## src/rtl/fifo_stream_reader_pkg.sv

```systemverilog
// Shared definitions for the FIFO read-side stream master and its neighbours
// (FIFO core, writer-side blocks).
//   FIFO_WIDTH/FIFO_DEPTH/FIFO_PTR : default FIFO geometry
//   SKID_DEPTH                     : entries in the reader's skid buffer
//   occ_e                          : skid buffer occupancy (also the reader FSM state)
//   occ_count()                    : occupancy as an unsigned word count
package fifo_stream_reader_pkg;

  localparam int FIFO_WIDTH = 8;
  localparam int FIFO_DEPTH = 16;
  localparam int FIFO_PTR   = 4;
  localparam int SKID_DEPTH = 2;

  typedef enum logic [1:0] {
    OCC_EMPTY = 2'd0,
    OCC_ONE   = 2'd1,
    OCC_TWO   = 2'd2
  } occ_e;

  function automatic logic [1:0] occ_count(input occ_e occ);
    return occ;
  endfunction

endpackage

```

## src/rtl/fifo_stream_reader_if.sv

```systemverilog
// Bus bundle between the stream reader, the FIFO read port and the downstream sink.
//   fifo_rdempty : FIFO empty flag (combinational from the FIFO pointers)
//   fifo_rden    : FIFO read request
//   fifo_dataout : FIFO read data, valid the cycle after an accepted fifo_rden
//   m_valid      : stream word valid
//   m_data       : stream word
//   m_ready      : downstream accept
// Handshake: a word moves on every clock edge where m_valid & m_ready are both high.
// Once m_valid is raised it stays high and m_data stays constant until that edge;
// m_ready may be driven freely and may depend on m_valid.
// Modports: master = the reader, slave = its environment (FIFO + sink).
interface fifo_stream_reader_if
  import fifo_stream_reader_pkg::*;
#(
  parameter int WIDTH = FIFO_WIDTH
);

  logic             fifo_rdempty;
  logic             fifo_rden;
  logic [WIDTH-1:0] fifo_dataout;
  logic             m_valid;
  logic [WIDTH-1:0] m_data;
  logic             m_ready;

  modport master (
    input  fifo_rdempty, fifo_dataout, m_ready,
    output fifo_rden, m_valid, m_data
  );

  modport slave (
    output fifo_rdempty, fifo_dataout, m_ready,
    input  fifo_rden, m_valid, m_data
  );

endinterface

```

## src/rtl/fifo_stream_reader_skid.sv

```systemverilog
// skid_buf2: two-entry register buffer holding words returned by the FIFO.
// The head entry drives the stream output directly, so m_valid/m_data come
// straight from flops.
//   clk, rst_n : clock, asynchronous active-low reset
//   push_i     : capture din_i at the tail
//   pop_i      : head word accepted downstream
//   flush_i    : empty the buffer on the next edge (overrides push/pop)
//   din_i      : word to capture
//   occ_o      : current occupancy (FSM state)
//   valid_o    : buffer not empty
//   head_o     : oldest buffered word
module skid_buf2
  import fifo_stream_reader_pkg::*;
#(
  parameter int WIDTH = FIFO_WIDTH
) (
  input  logic             clk,
  input  logic             rst_n,
  input  logic             push_i,
  input  logic             pop_i,
  input  logic             flush_i,
  input  logic [WIDTH-1:0] din_i,
  output occ_e             occ_o,
  output logic             valid_o,
  output logic [WIDTH-1:0] head_o
);

  occ_e             occ_q;
  logic [WIDTH-1:0] e0_q;  // head
  logic [WIDTH-1:0] e1_q;  // second word, only meaningful in OCC_TWO

  always_ff @(posedge clk or negedge rst_n) begin
    if (!rst_n) begin
      occ_q <= OCC_EMPTY;
      e0_q  <= '0;
      e1_q  <= '0;
    end else if (flush_i) begin
      occ_q <= OCC_EMPTY;
    end else begin
      case (occ_q)
        OCC_EMPTY: begin
          if (push_i) begin
            e0_q  <= din_i;
            occ_q <= OCC_ONE;
          end
        end
        OCC_ONE: begin
          case ({push_i, pop_i})
            2'b10: begin
              e1_q  <= din_i;
              occ_q <= OCC_TWO;
            end
            2'b01: occ_q <= OCC_EMPTY;
            2'b11: e0_q  <= din_i;  // head leaves, new word becomes head
            default: ;
          endcase
        end
        OCC_TWO: begin
          // A push here is illegal; the push&pop case still keeps order intact.
          if (pop_i) begin
            e0_q <= e1_q;
            if (push_i) e1_q  <= din_i;
            else        occ_q <= OCC_ONE;
          end
        end
        default: occ_q <= OCC_EMPTY;
      endcase
    end
  end

  // The reader's credit logic must never let a word arrive into a full buffer.
  always @(posedge clk) begin
    if (rst_n && !flush_i) begin
      assert (!(push_i && occ_q == OCC_TWO))
        else $error("skid_buf2: push while buffer holds two words");
    end
  end

  assign occ_o   = occ_q;
  assign valid_o = (occ_q != OCC_EMPTY);
  assign head_o  = e0_q;

endmodule

```

## src/rtl/fifo_stream_reader.sv

```systemverilog
// fifo_stream_reader: read-side master for a single-clock DPRAM FIFO. Pops words
// with fifo_rden and presents them as a valid/ready stream at one word per cycle.
// Because fifo_dataout returns one cycle after fifo_rden, reads are issued against
// credits in a two-entry skid buffer so no returning word is ever dropped.
//   clk      : single clock shared with the FIFO
//   reset_   : asynchronous active-low reset
//   flush    : drop buffered and in-flight words, no reads while high
//   bus      : FIFO read port + output stream (master modport)
//   rd_count : words delivered downstream, wraps modulo 2**CNT_W
//   occ_dbg  : skid occupancy (reader FSM state)
module fifo_stream_reader
  import fifo_stream_reader_pkg::*;
#(
  parameter int WIDTH = FIFO_WIDTH,
  parameter int CNT_W = 16
) (
  input  logic                 clk,
  input  logic                 reset_,
  input  logic                 flush,
  fifo_stream_reader_if.master bus,
  output logic [CNT_W-1:0]     rd_count,
  output occ_e                 occ_dbg
);

  occ_e             occ;
  logic             pop;
  logic             push;
  logic             rden;
  logic             inflight_q;  // a word is returning from the FIFO this cycle
  logic [2:0]       used;
  logic [CNT_W-1:0] rd_count_q;

  assign pop  = bus.m_valid & bus.m_ready;
  assign push = inflight_q & ~flush;

  // Slots already spoken for: buffered words plus the one on its way back.
  // A slot freed by this cycle's pop can be reused, so compare against 2 + pop
  // rather than subtracting (pop implies occ >= 1, but this avoids any underflow).
  assign used = {1'b0, occ_count(occ)} + {2'b00, inflight_q};
  assign rden = reset_ & ~flush & ~bus.fifo_rdempty & (used < (3'd2 + {2'b00, pop}));

  assign bus.fifo_rden = rden;

  always_ff @(posedge clk or negedge reset_) begin
    if (!reset_) begin
      inflight_q <= 1'b0;
      rd_count_q <= '0;
    end else begin
      inflight_q <= rden;
      if (pop) rd_count_q <= rd_count_q + 1'b1;
    end
  end

  skid_buf2 #(.WIDTH(WIDTH)) u_skid (
    .clk     (clk),
    .rst_n   (reset_),
    .push_i  (push),
    .pop_i   (pop),
    .flush_i (flush),
    .din_i   (bus.fifo_dataout),
    .occ_o   (occ),
    .valid_o (bus.m_valid),
    .head_o  (bus.m_data)
  );

  assign rd_count = rd_count_q;
  assign occ_dbg  = occ;

endmodule

```

## src/flat_wrapper.sv

```systemverilog
// flat-port wrapper written by rule: the top's interface ports become plain ports
module fifo_stream_reader_flat import fifo_stream_reader_pkg::*;
#(
  parameter int WIDTH = FIFO_WIDTH,
  parameter int CNT_W = 16
)
  (clk, reset_, flush, rd_count, occ_dbg, bus_fifo_rdempty, bus_fifo_dataout, bus_m_ready, bus_fifo_rden, bus_m_valid, bus_m_data);
  fifo_stream_reader_if #(.WIDTH(WIDTH)) bus_i ();
  input  logic clk;
  input  logic reset_;
  input  logic flush;
  output logic [CNT_W-1:0] rd_count;
  output occ_e occ_dbg;
  input wire logic [$bits(bus_i.fifo_rdempty)-1:0] bus_fifo_rdempty;
  input wire logic [$bits(bus_i.fifo_dataout)-1:0] bus_fifo_dataout;
  input wire logic [$bits(bus_i.m_ready)-1:0] bus_m_ready;
  output wire logic [$bits(bus_i.fifo_rden)-1:0] bus_fifo_rden;
  output wire logic [$bits(bus_i.m_valid)-1:0] bus_m_valid;
  output wire logic [$bits(bus_i.m_data)-1:0] bus_m_data;
  assign bus_i.fifo_rdempty = bus_fifo_rdempty;
  assign bus_i.fifo_dataout = bus_fifo_dataout;
  assign bus_i.m_ready = bus_m_ready;
  assign bus_fifo_rden = bus_i.fifo_rden;
  assign bus_m_valid = bus_i.m_valid;
  assign bus_m_data = bus_i.m_data;
  fifo_stream_reader #(.WIDTH(WIDTH), .CNT_W(CNT_W)) u_core (.clk(clk), .reset_(reset_), .flush(flush), .bus(bus_i), .rd_count(rd_count), .occ_dbg(occ_dbg));
endmodule
```

## config.mk

```make
export PLATFORM = sky130hd
export DESIGN_NAME = fifo_stream_reader_flat
export DESIGN_NICKNAME = d
export VERILOG_FILES = /design/src/rtl/fifo_stream_reader_pkg.sv /design/src/rtl/fifo_stream_reader_if.sv /design/src/rtl/fifo_stream_reader_skid.sv /design/src/rtl/fifo_stream_reader.sv /design/src/flat_wrapper.sv
export SDC_FILE = /design/constraint.sdc
export NUM_CORES = 1
export LEC_CHECK = 0
export BUFFER_PORTS_ARGS = -buffer_cell sky130_fd_sc_hd__buf_4
export CORE_MARGIN = 2
export CORE_UTILIZATION = 57
export CTS_CLUSTER_DIAMETER = 50
export DETAILED_ROUTE_END_ITERATION = 10
export PLACE_DENSITY = 0.93
export SLEW_MARGIN = 20
export SYNTH_ARGS = -nofsm -noshare
export SYNTH_HDL_FRONTEND = slang
export SYNTH_SLANG_ARGS = --single-unit
export TNS_END_PERCENT = 30
```

## constraint.sdc

```tcl
create_clock -name clk -period 5.6 [get_ports clk]
set_input_delay 0.56 -clock clk [delete_from_list [all_inputs] [get_ports clk]]
set_output_delay 0.56 -clock clk [all_outputs]
set_load 0.005 [all_outputs]
```

* Word-level counts from Yosys, hierarchy flattened *
Cells that the tools add are included.

word-level totals
  register bits after elaboration = 35
  bits of input ports = 13
  output and inout bits = 28
  logic and storage cells = 50

operators by class
  add/subtract/negate cells = 3
  $lt $le $gt $ge = 1
  equal/unequal tests = 14
  muxes and demuxes = 13
  bitwise logic cells = 7
  reduce and logical (&&, ||, !) cells = 7

operator list
  operator               count
  $mux 8                 5
  $pmux 8 s3             1
  $add 16x1->16 const B  1
  $pmux 8 s2             1
  $reduce_and 5->1       2
  $mux 2                 4
  $eq 2x2->1 const B     3
  $ne 2x2->1 const B     3
  $ne 3x3->1 const B     2
  $pmux 2 s3             1
  $and 1x1->1            5
  $eq 2x1->1 const B     2
  $ne 2x1->1 const B     2
  $ne 4x3->1 const B     1
  $pmux 2 s2             1
  $reduce_and 4->1       1
  $reduce_bool 2->1      2
  $add 2x1->3            1
  $add 2x1->3 const A    1
  $lt 3x3->1             1
  $ne 3x2->1 const B     1
  $reduce_bool 3->1      1
  $logic_not 2->1        1
  $not 1->1              2

* Longest topological paths before layout *
  depth after elaboration = 6
  gate-level depth with buffers = 8
  gate-level depth less buffers = 6

* Modules after synthesis *
A second synthesis with hierarchy kept.

second synthesis, totals
  cells, all modules = 128
  area total of the unflattened synthesis = 1,666.6 µm²

modules (own cells, without submodules)
  module              times used  cells an instance  area an instance (µm²)  seq. area each (µm²)
  skid_buf2           1           62                 889.6                   450.4
  fifo_stream_reader  1           66                 777.0                   425.4

* Worst setup path after synthesis *
Ideal clock, no wire load.

  path type = reg2reg
  start = register u_core.u_skid.occ_q[0], in the netlist u_core.u_skid.occ_o[0]
  end = register u_core.u_skid.e1_q[0]
  arrival = 1,975 ps
  required time = 5,475 ps
  setup slack = 3,500 ps
  cell stages (with the launch flop) = 9
  period minus slack after synthesis = 2,100 ps
  cell sequence = dfrtp_1 inv_1 ha_1 nor2b_1 buf_4 a21boi_2 or4b_4 buf_6 mux2_4

on the way
  word-level cells in the longest chain between the ends = 5

ends and longest elaborated chain
  element                     line                           text
  from (decl)                 fifo_stream_reader_skid.sv:28  occ_e occ_q;
  from (signal assigned)      fifo_stream_reader_skid.sv:34  occ_q <= OCC_EMPTY;
  from (signal assigned)      fifo_stream_reader_skid.sv:38  occ_q <= OCC_EMPTY;
  from (signal assigned)      fifo_stream_reader_skid.sv:44  occ_q <= OCC_ONE;
  $reduce_bool 2->1           fifo_stream_reader_skid.sv:80  assign valid_o = (occ_q != OCC_EMPTY);
  $and 1x1->1                 fifo_stream_reader.sv:33       assign pop = bus.m_valid & bus.m_ready;
  $eq 2x2->1                  fifo_stream_reader_skid.sv:48  case ({push_i, pop_i})
  $ne 2x2->1 (no line)        -
  $reduce_and 5->1 (no line)  -
  to (signal assigned)        fifo_stream_reader_skid.sv:50  e1_q <= din_i;
  to (signal assigned)        fifo_stream_reader_skid.sv:62  if (push_i) e1_q <= din_i;
  to (decl)                   fifo_stream_reader_skid.sv:30  logic [WIDTH-1:0] e1_q;

Parallel ways exist; a longest one is shown, timed or not.
A chain may end at the register's enable or synchronous reset.

* Final worst setup path *
  start = register u_core.u_skid.occ_q[0], in the netlist u_core.u_skid.occ_o[0]
  end = output bus_fifo_rden

on the way
  word-level cells in the longest chain between the ends = 5

ends and longest elaborated chain
  element            line                           text
  $reduce_bool 2->1  fifo_stream_reader_skid.sv:80
  $and 1x1->1        fifo_stream_reader.sv:33
  $add 2x1->3        fifo_stream_reader.sv:40       assign rden = reset_ & ~flush & ~bus.fifo_rdempty & (used < (3'd2 + {2'b00, pop}));
  $lt 3x3->1 *       fifo_stream_reader.sv:40
  $and 1x1->1 *      fifo_stream_reader.sv:40
  to (decl)          flat_wrapper.sv:17             output wire logic [$bits(bus_i.fifo_rden)-1:0] bus_fifo_rden;

Every way passes the cells marked *; elsewhere a longest branch is shown, timed or not.

==> results.sh <==
export IMPL_post_cts_resized=0
export IMPL_dp_cells=219
export IMPL_cts_made_buffers=5
export IMPL_diodes=0
export IMPL_hold_path_class="in2async"
export IMPL_dp_slack_ps=3040
export IMPL_critPathKind="reg2out"
export IMPL_netlist_instances=153
export IMPL_grt_pass1_vias=1236
export IMPL_cts_root_buffer="clkbuf_4"
export IMPL_worstPathMaxFanout=7
export IMPL_dr_pass1_iters=4
export IMPL_synthFlopType="dfrtp_1"
export IMPL_mostFrequentLayoutCells="buf_4, dfrtp_1, nand2_1"
export IMPL_clock_skew_ps=14.44
export IMPL_vdd_drop_max_mv=0.2258
export IMPL_drtAntennaViolNets=0
export IMPL_layout_cells_non_filler=227
export IMPL_ys_warn_count=0
export IMPL_drt_initial_drc_count=57
export IMPL_setup_tns_ps=0
export IMPL_synth_nets=174
export IMPL_fin_area_sq_um=2096
export IMPL_path_clk_slew_ps=120
export IMPL_tightest_slew_ps=1040
export IMPL_synth_seq_area_share_pct=50.69
export IMPL_post_route_period_util_pct=51.47
export IMPL_clkSinkCount=35
export IMPL_avgSynthCellArea_sq_um=11.29
export IMPL_syn_area_sq_um=1728
export IMPL_pin_count=41
export IMPL_power_density_nw_per_um2=411.1
export IMPL_track_usage_pct=21.86
export IMPL_grt_pass1_wl_microns=5595
export IMPL_vias=1264
export IMPL_cts_tree="done"
export IMPL_ys_ff_latch=35
export IMPL_die_h_microns=59.06
export IMPL_worstPathRequired_ps=5040
export IMPL_drive_gt1_share_pct=31.12
export IMPL_die_area_sq_um=3488
export IMPL_cts_max_level=2
export IMPL_cts_hold_buf=0
export IMPL_utilization_pct=74.08
export IMPL_setup_viol=0
export IMPL_period_minus_slack_ps=2882
export IMPL_layout_commonest_cell="buf_4"
export IMPL_start_util_pct=61.08
export IMPL_yosysUniqueCellTypes=34
export IMPL_relSlewSlack_pct=28.88
export IMPL_cp_arrival_ps=2320
export IMPL_syn_to_final_growth_pct=21.29
export IMPL_hpwlAfterDp_microns=2536
export IMPL_start_kind="flop"
export IMPL_post_cts_buffers=0
export IMPL_core_area_sq_um=2829
export IMPL_grt_max_degree=37
export IMPL_status="completed"
export IMPL_fp_row_count=19
export IMPL_r2r_setup_slack_ps=3040
export IMPL_place_congestion=0.9634
export IMPL_fin_nets=216
export IMPL_whs_ps=149.6
export IMPL_placed_area_sq_um=2037
export IMPL_cts_buffer_depth=2
export IMPL_power_leakage_nw=1.035
export IMPL_max_freq_mhz=346.9
export IMPL_wl_microns=3457
export IMPL_end_kind="output pin"
export IMPL_antenna_found_initial=0
export IMPL_drv_slew=0
export IMPL_port_buffers=40
export IMPL_r2r_start="u_core.u_skid.occ_o[0]$_DFFE_PN0P_"
export IMPL_drc_errors=0
export IMPL_synth_edff_count=0
export IMPL_rsz0062_at_grt="no"
export IMPL_wl_per_cell_microns=15.23
export IMPL_dieWidth_microns=59.06
export IMPL_clock_latency_ps=340
export IMPL_ys_async_sr_fraction_pct=100.0
export IMPL_r2r_end="u_core.u_skid.e1_q[1]$_DFFE_PN0P_"
export IMPL_power_mw=0.8615
export IMPL_worst_slack_ps=2718
export IMPL_cap_viol_max_count=0
export IMPL_grt_overflow=0
export IMPL_hold_viol=0
export IMPL_rr_worst_depth=6
export IMPL_viasPerCell=5.568
## power by group
part | leakage [nW] | switching, mW | internal (mW) | total [mW]
Sequential | 0.447 | 0.0619 | 0.331 | 0.393
Combinational | 0.553 | 0.146 | 0.190 | 0.335
Clock | 0.0347 | 0.0862 | 0.0467 | 0.133
Total | 1.03 | 0.294 | 0.568 | 0.861
## worst max-delay path: stages (launching register included)
cell	delay, ps
dfrtp_1	450
inv_1	130
ha_1	270
nor2b_1	520
or2b_1	290
a21oi_1	190
buf_4	140
## layer usage
layer	global-route usage (%)	up-vias	wire length (microns)
met5	0	-	0
met4	10.06	0	39
met1	28.94	618	1542
met3	6.332	7	161
li1	-	602	-
met2	33.33	37	1714
## cell families (layout without fill, tap and decap cells)
kind of cell    count (synthesis)  after routing  synth area share (%)
simple gates                   48             48                 14.05
flops                          35             35                 50.69
compound gates                 18             18                 6.372
mux                            17             17                 12.24
xor+xnor                       15             15                 7.603
buf+inv                        12             55                 3.259
fa+ha+maj                       8              8                 5.793
## synth_stat cells, drive strengths merged, types with 2 or more instances
library cell | number | area, sq um
mux2i | 8 | 80.08
or4 | 2 | 15.01
nand3 | 4 | 20.02
clkbuf | 2 | 7.510
nor3 | 3 | 15.01
a21oi | 3 | 15.01
dfrtp | 35 | 875.8
xnor2 | 10 | 87.58
mux2 | 9 | 131.4
buf | 3 | 22.52
nand4 | 2 | 12.51
xor2 | 5 | 43.79
inv | 7 | 26.28
nand2 | 17 | 63.81
ha | 8 | 100.1
nor2 | 10 | 37.54
or2b | 2 | 15.01
o21ai | 10 | 50.05
## cell type report
cell class              count  area (sq um)
fillers                   196         733.2
clock buffers               5         37.54
flip-flops and latches     35         875.8
inverters                   7         26.28
multi-input cells         106         802.0
clock inverters             3         15.01
repair buffers             40         300.3
well taps                  31         38.79
## worst max-delay path by stage
stage                                          end  slack, ps                                from
2_1_floorplan    u_core.u_skid.e1_q[0]$_DFFE_PN0P_       3500  u_core.u_skid.occ_o[0]$_DFFE_PN0P_
3_3_place_gp   u_core.u_skid.head_o[0]$_DFFE_PN0P_       3160  u_core.u_skid.occ_o[0]$_DFFE_PN0P_
3_5_place_dp   u_core.u_skid.head_o[0]$_DFFE_PN0P_       3040  u_core.u_skid.occ_o[0]$_DFFE_PN0P_
4_1_cts                              bus_fifo_rden       2740  u_core.u_skid.occ_o[0]$_DFFE_PN0P_
5_1_grt                              bus_fifo_rden       2510  u_core.u_skid.occ_o[0]$_DFFE_PN0P_
6_report                             bus_fifo_rden       2720  u_core.u_skid.occ_o[0]$_DFFE_PN0P_
## registers in the layout, summed over array words and instances (netlist names)
| signal | count |
|---|---|
| u_core.u_skid.head_o | 8 |
| u_core.inflight_q | 1 |
| u_core.rd_count | 16 |
| u_core.u_skid.e1_q | 8 |
| u_core.u_skid.occ_o | 2 |
Note: power is estimated with default switching activity, not from simulation.
